==> config.mk <==
export PLATFORM = sky130hd
export DESIGN_NAME = oled_spi_rx
export DESIGN_NICKNAME = d
export VERILOG_FILES = /design/src/rtl/oled_spi_rx.sv
export SDC_FILE = /design/constraint.sdc
export NUM_CORES = 1
export LEC_CHECK = 0
export ABC_AREA = 1
export CORE_ASPECT_RATIO = 0.75
export CORE_MARGIN = 3
export CORE_UTILIZATION = 40
export CTS_BUF_LIST = sky130_fd_sc_hd__clkbuf_2
export DETAILED_ROUTE_END_ITERATION = 10
export PLACE_DENSITY = 0.59
export SYNTH_ARGS = -nofsm -noshare
export SYNTH_HDL_FRONTEND = slang
export SYNTH_SLANG_ARGS = --single-unit
==> constraint.sdc <==
create_clock -name clk -period 1.8 [get_ports clk]
set_input_delay 0.36 -clock clk [delete_from_list [all_inputs] [get_ports clk]]
set_output_delay 0.36 -clock clk [all_outputs]
set_load 0.02 [all_outputs]
==> src/rtl/oled_spi_rx.sv <==
// Receive-side decoder for the 4-wire OLED serial bus: oversamples, assembles MSB-first bytes,
// tracks SSD1306 page/column addressing and emits shadow frame-buffer writes. OLED_RX_ARGSKIP_EN enables command-argument skipping.
module oled_spi_rx #(
  parameter int IDLE_TIMEOUT = 1024
) (
  input  logic       clk,
  input  logic       rst,
  input  logic       oled_rst,
  input  logic       oled_dcn,
  input  logic       oled_clk,
  input  logic       oled_dat,
  output logic       rx_valid,
  output logic [7:0] rx_byte,
  output logic       rx_dc,
  output logic       fb_we,
  output logic [9:0] fb_addr,
  output logic [7:0] fb_wdata,
  output logic       disp_on,
  output logic       frame_err
);

  localparam int IW = $clog2(IDLE_TIMEOUT + 1);

  logic          r_rst_s1, r_rst_s2;
  logic          r_dcn_s1, r_dcn_s2;
  logic          r_clk_s1, r_clk_s2, r_clk_s3;
  logic          r_dat_s1, r_dat_s2;
  logic [6:0]    r_shift;
  logic [2:0]    r_bitcnt;
  logic [IW-1:0] r_idle;
  logic          r_done;
  logic [7:0]    r_done_byte;
  logic          r_done_dc;
  logic [2:0]    r_page;
  logic [6:0]    r_col;
  logic          w_edge;
  logic          w_orst_n;
  logic          w_cmd_en;

`ifdef OLED_RX_ARGSKIP_EN
  typedef enum logic [1:0] {CMD = 2'd0, ARG1 = 2'd1, ARG2 = 2'd2} state_t;
  state_t r_state;
  assign w_cmd_en = (r_state == CMD);
`else
  assign w_cmd_en = 1'b1;
`endif

  assign w_edge   = r_clk_s2 & ~r_clk_s3;
  assign w_orst_n = r_rst_s2;
  assign fb_wdata = rx_byte;

  always_ff @(posedge clk) begin
    if (rst) begin
      r_rst_s1 <= 1'b0;
      r_rst_s2 <= 1'b0;
      r_dcn_s1 <= 1'b0;
      r_dcn_s2 <= 1'b0;
      r_clk_s1 <= 1'b0;
      r_clk_s2 <= 1'b0;
      r_clk_s3 <= 1'b0;
      r_dat_s1 <= 1'b0;
      r_dat_s2 <= 1'b0;
    end else begin
      r_rst_s1 <= oled_rst;
      r_rst_s2 <= r_rst_s1;
      r_dcn_s1 <= oled_dcn;
      r_dcn_s2 <= r_dcn_s1;
      r_clk_s1 <= oled_clk;
      r_clk_s2 <= r_clk_s1;
      r_clk_s3 <= r_clk_s2;
      r_dat_s1 <= oled_dat;
      r_dat_s2 <= r_dat_s1;
    end
  end

  // Bit assembly; the completed byte is handed to the decode stage one cycle later.
  always_ff @(posedge clk) begin
    if (rst) begin
      r_shift     <= '0;
      r_bitcnt    <= '0;
      r_idle      <= '0;
      r_done      <= 1'b0;
      r_done_byte <= '0;
      r_done_dc   <= 1'b0;
      frame_err   <= 1'b0;
    end else begin
      r_done    <= 1'b0;
      frame_err <= 1'b0;
      if (!w_orst_n) begin
        r_bitcnt <= '0;
        r_idle   <= '0;
      end else if (w_edge) begin
        r_idle  <= '0;
        r_shift <= {r_shift[5:0], r_dat_s2};
        if (r_bitcnt == 3'd7) begin
          r_bitcnt    <= '0;
          r_done      <= 1'b1;
          r_done_byte <= {r_shift, r_dat_s2};
          r_done_dc   <= r_dcn_s2;
        end else begin
          r_bitcnt <= r_bitcnt + 3'd1;
        end
      end else if (r_idle != IW'(IDLE_TIMEOUT)) begin
        // Counter saturates at the limit so a stalled partial byte reports only once.
        r_idle <= r_idle + 1'b1;
        if ((r_idle == IW'(IDLE_TIMEOUT - 1)) && (r_bitcnt != 3'd0)) begin
          r_bitcnt  <= '0;
          frame_err <= 1'b1;
        end
      end
    end
  end

  always_ff @(posedge clk) begin
    if (rst) begin
      rx_valid <= 1'b0;
      rx_byte  <= '0;
      rx_dc    <= 1'b0;
      fb_we    <= 1'b0;
      fb_addr  <= '0;
      disp_on  <= 1'b0;
      r_page   <= '0;
      r_col    <= '0;
`ifdef OLED_RX_ARGSKIP_EN
      r_state  <= CMD;
`endif
    end else begin
      rx_valid <= 1'b0;
      fb_we    <= 1'b0;
      if (!w_orst_n) begin
        r_page  <= '0;
        r_col   <= '0;
        disp_on <= 1'b0;
`ifdef OLED_RX_ARGSKIP_EN
        r_state <= CMD;
`endif
      end else if (r_done) begin
        rx_valid <= 1'b1;
        rx_byte  <= r_done_byte;
        rx_dc    <= r_done_dc;
        if (r_done_dc) begin
          fb_we   <= 1'b1;
          fb_addr <= {r_page, r_col};
          r_col   <= r_col + 7'd1;
`ifdef OLED_RX_ARGSKIP_EN
          r_state <= CMD;
`endif
        end else begin
          if (w_cmd_en) begin
            casez (r_done_byte)
              8'b1011_0???: r_page     <= r_done_byte[2:0];
              8'b0000_????: r_col[3:0] <= r_done_byte[3:0];
              8'b0001_0???: r_col[6:4] <= r_done_byte[2:0];
              8'hAE:        disp_on    <= 1'b0;
              8'hAF:        disp_on    <= 1'b1;
              default:      ;
            endcase
          end
`ifdef OLED_RX_ARGSKIP_EN
          case (r_state)
            CMD: begin
              case (r_done_byte)
                8'h20, 8'h81, 8'h8D, 8'hA8, 8'hD3,
                8'hD5, 8'hD9, 8'hDA, 8'hDB: r_state <= ARG1;
                8'h21, 8'h22:               r_state <= ARG2;
                default:                    r_state <= CMD;
              endcase
            end
            ARG2:    r_state <= ARG1;
            default: r_state <= CMD;
          endcase
`endif
        end
      end
    end
  end

endmodule
==> impl_metrics.yaml <==
outcome:
  status: "completed"
cts:
  post_cts_buffers: 0
  cts_max_level: 3
  path_clk_slew_ps: 210
  clk_latency_ps: 500
  cts_buffer_depth: 2
  cts.sinks: 73
  cts_made_buffers: 9
  clockRootBuffer: "clkbuf_2"
  cts_tree: "done"
drt:
  wl_um: 6340
  vias: 2554
  wl_per_cell_um: 11.7
  drc: 0
  drt_first_pass_iters: 4
  vias_per_cell: 4.69
  antenna_left: 0
  drtIter0Drc: 88
sta:
  maxSlewHeadroom: 0.762
  max_freq_mhz: 621
  fin_crit_ps: 1610
  period_share: 0.895
  tightest_slew_ps: 357
  rsz0062_at_grt: "false"
  setup_viol: 0
  skew_ps: 30.3
  hold_viol_final: 0
  report.final.slew_viol_count: 0
  fin_setup_tns_ps: 0
place:
  gp_congestion: 0.830
  dp_hpwl_um: 4640
  io_buffers: 36
pwr:
  peakVddDrop_mv: 0.388
  pwr_density_cell_mw_per_mm2: 800
  leakagePower_nw: 1.56
  total_power_mw: 2.85
synthesis:
  synth_cell_types: 26
  yosysWarningCount: 0
  ys_ff_latch: 73
  syn_inst: 408
  syn_nets: 420
  ys_seq_area_frac: 0.480
  synth_area_mm2: 0.00305
  synth.avg_cell_area_um2: 7.47
  synth_edf_count: 0
  ys.flop_type: "dfxtp_1"
  ys_async_sr_fraction: 0
floorplanning:
  die_x_um: 107
  io_pins: 37
  initial_core_util: 0.430
  coreArea_mm2: 0.00709
  fp.dieArea_mm2: 0.00871
  die_y_um: 81.6
  rows: 26
setup_path:
  crit_buf_inv: 1
  critPathTopFamily: "flip-flops"
  cpPeakStageDelay_ps: 400
  worstSetupEndpointType: "output port"
  worst-path-max-fanout: 3
  cp.arrival_ps: 1250
  crit_type: "reg2out"
  critPathLaunchType: "flop"
  crit_path_top_delay_cell: "dfxtp_1"
  required_ps: 1440
  path_cells: "dlygate4sd2_1"
grt:
  grt_overflow: 0
  grt_pass1_wl_um: 10700
  antenna_found_initial: 0
  grt_start_max_net_pins: 25
  grtUsageTotal: 0.155
  grt_pass1_vias: 2317
run:
  drv_cap: 0
layout:
  syn_to_final_growth_pct: 16.8
  num_antenna_cells: 0
  drive_gt1_frac: 0.0830
  nets: 453
min_path:
  worstHoldPathType: "in2reg"
-- per-layer routing --
layer,share of wire,GRT usage,up-vias,wire (um)
met2,0.43,0.242,55,2700
met5,0,0,-,0
met1,0.51,0.207,1126,3250
li1,-,-,1364,-
met4,0.013,0.0460,0,82
met3,0.049,0.0479,9,312
-- power breakdown --
| part | switching [mW] | leakage [nW] | internal, mW |
|---|---|---|---|
| registers | 0.00567 | 0.590 | 1.63 |
| clock network | 0.559 | 0.0931 | 0.588 |
| logic | 0.0403 | 0.872 | 0.0251 |
-- flip-flops by register name (all words and copies together) (netlist names), 3 cells and up --
signal,flops
r_idle,11
fb_addr,10
fb_wdata,8
r_done_byte,8
r_col,7
r_shift,7
r_bitcnt,3
r_page,3
-- Yosys cell counts (2+ instances only) --
library cell / count / area (um2)
dfxtp_1: 73 / 1460
nand2_1: 70 / 263
nor2_1: 56 / 210
inv_1: 48 / 180
a21oi_1: 37 / 185
o21ai_0: 36 / 180
nand3_1: 33 / 165
buf_4: 10 / 75.1
ha_1: 6 / 75.1
nand4_1: 6 / 37.5
buf_2: 5 / 25.0
clkbuf_1: 4 / 15.0
inv_2: 4 / 15.0
nand2_2: 3 / 18.8
nor3_1: 3 / 15.0
buf_6: 2 / 22.5
nor2_2: 2 / 12.5
xor2_1: 2 / 17.5
-- metrics by stage --
step            util  cells  cell area (um2)  worst slack [ps]  hold WS (ps)
3_5_place_dp   0.486    528             3440              76.5           396
2_1_floorplan      -    408             3050               590           388
6_report       0.502    544             3560               190           372
5_1_grt        0.502    544             3560              85.0           308
3_3_place_gp   0.486    528             3440               110           389
4_1_cts        0.502    544             3560               144           317
-- kinds of logic after synthesis --
family / Yosys count / share of synthesized area
simple gates: 177 / 0.248
compound gates: 75 / 0.127
buf+inv: 74 / 0.111
flops: 73 / 0.480
fa+ha+maj: 6 / 0.0246
xor+xnor: 2 / 0.00575
mux: 1 / 0.00329
-- path summary, 6_finish.rpt --
| kind | start | endpoint | slack [ps] | cells after the start |
|---|---|---|---|---|
| min reg2reg | r_dcn_s1 | r_dcn_s2 | 400 | 2 |
| max reg2reg | r_idle[0] | r_bitcnt[2] | 360 | 6 |
| max | fb_wdata[7] | fb_wdata[7] | 190 | 1 |
| min | oled_clk | r_clk_s1 | 370 | 3 |
-- cells in the final DEF (no fill, tap or decap), drive strengths merged --
cell and instances:
nand3 33, or2 1, clkinv 4, a21oi 38
o21ai 36, a211oi 1, clkbuf 9, inv 53
buf 7, bufinv 3, dlygate4sd2 31, ha 6
nor2b 1, dfxtp 73, nor2 59, nand4 6
mux2i 1, nand2 74, nor3 3, clkdlybuf4s50 5
xor2 2
-- final cells by class --
class	count	area, um2
clock inverters	7	109
repair buffers	43	374
multi-input cells	261	1250
inverters	53	201
fillers	757	3530
flip-flops and latches	73	1460
well taps	98	123
clock buffers	9	45.0
-- what timing repair did --
item	in CTS	in global routing
hold buffers	0	0
endpoints found under the setup margin	31	0
resized for setup	31	0
Note: power is estimated with default switching activity, not from simulation.
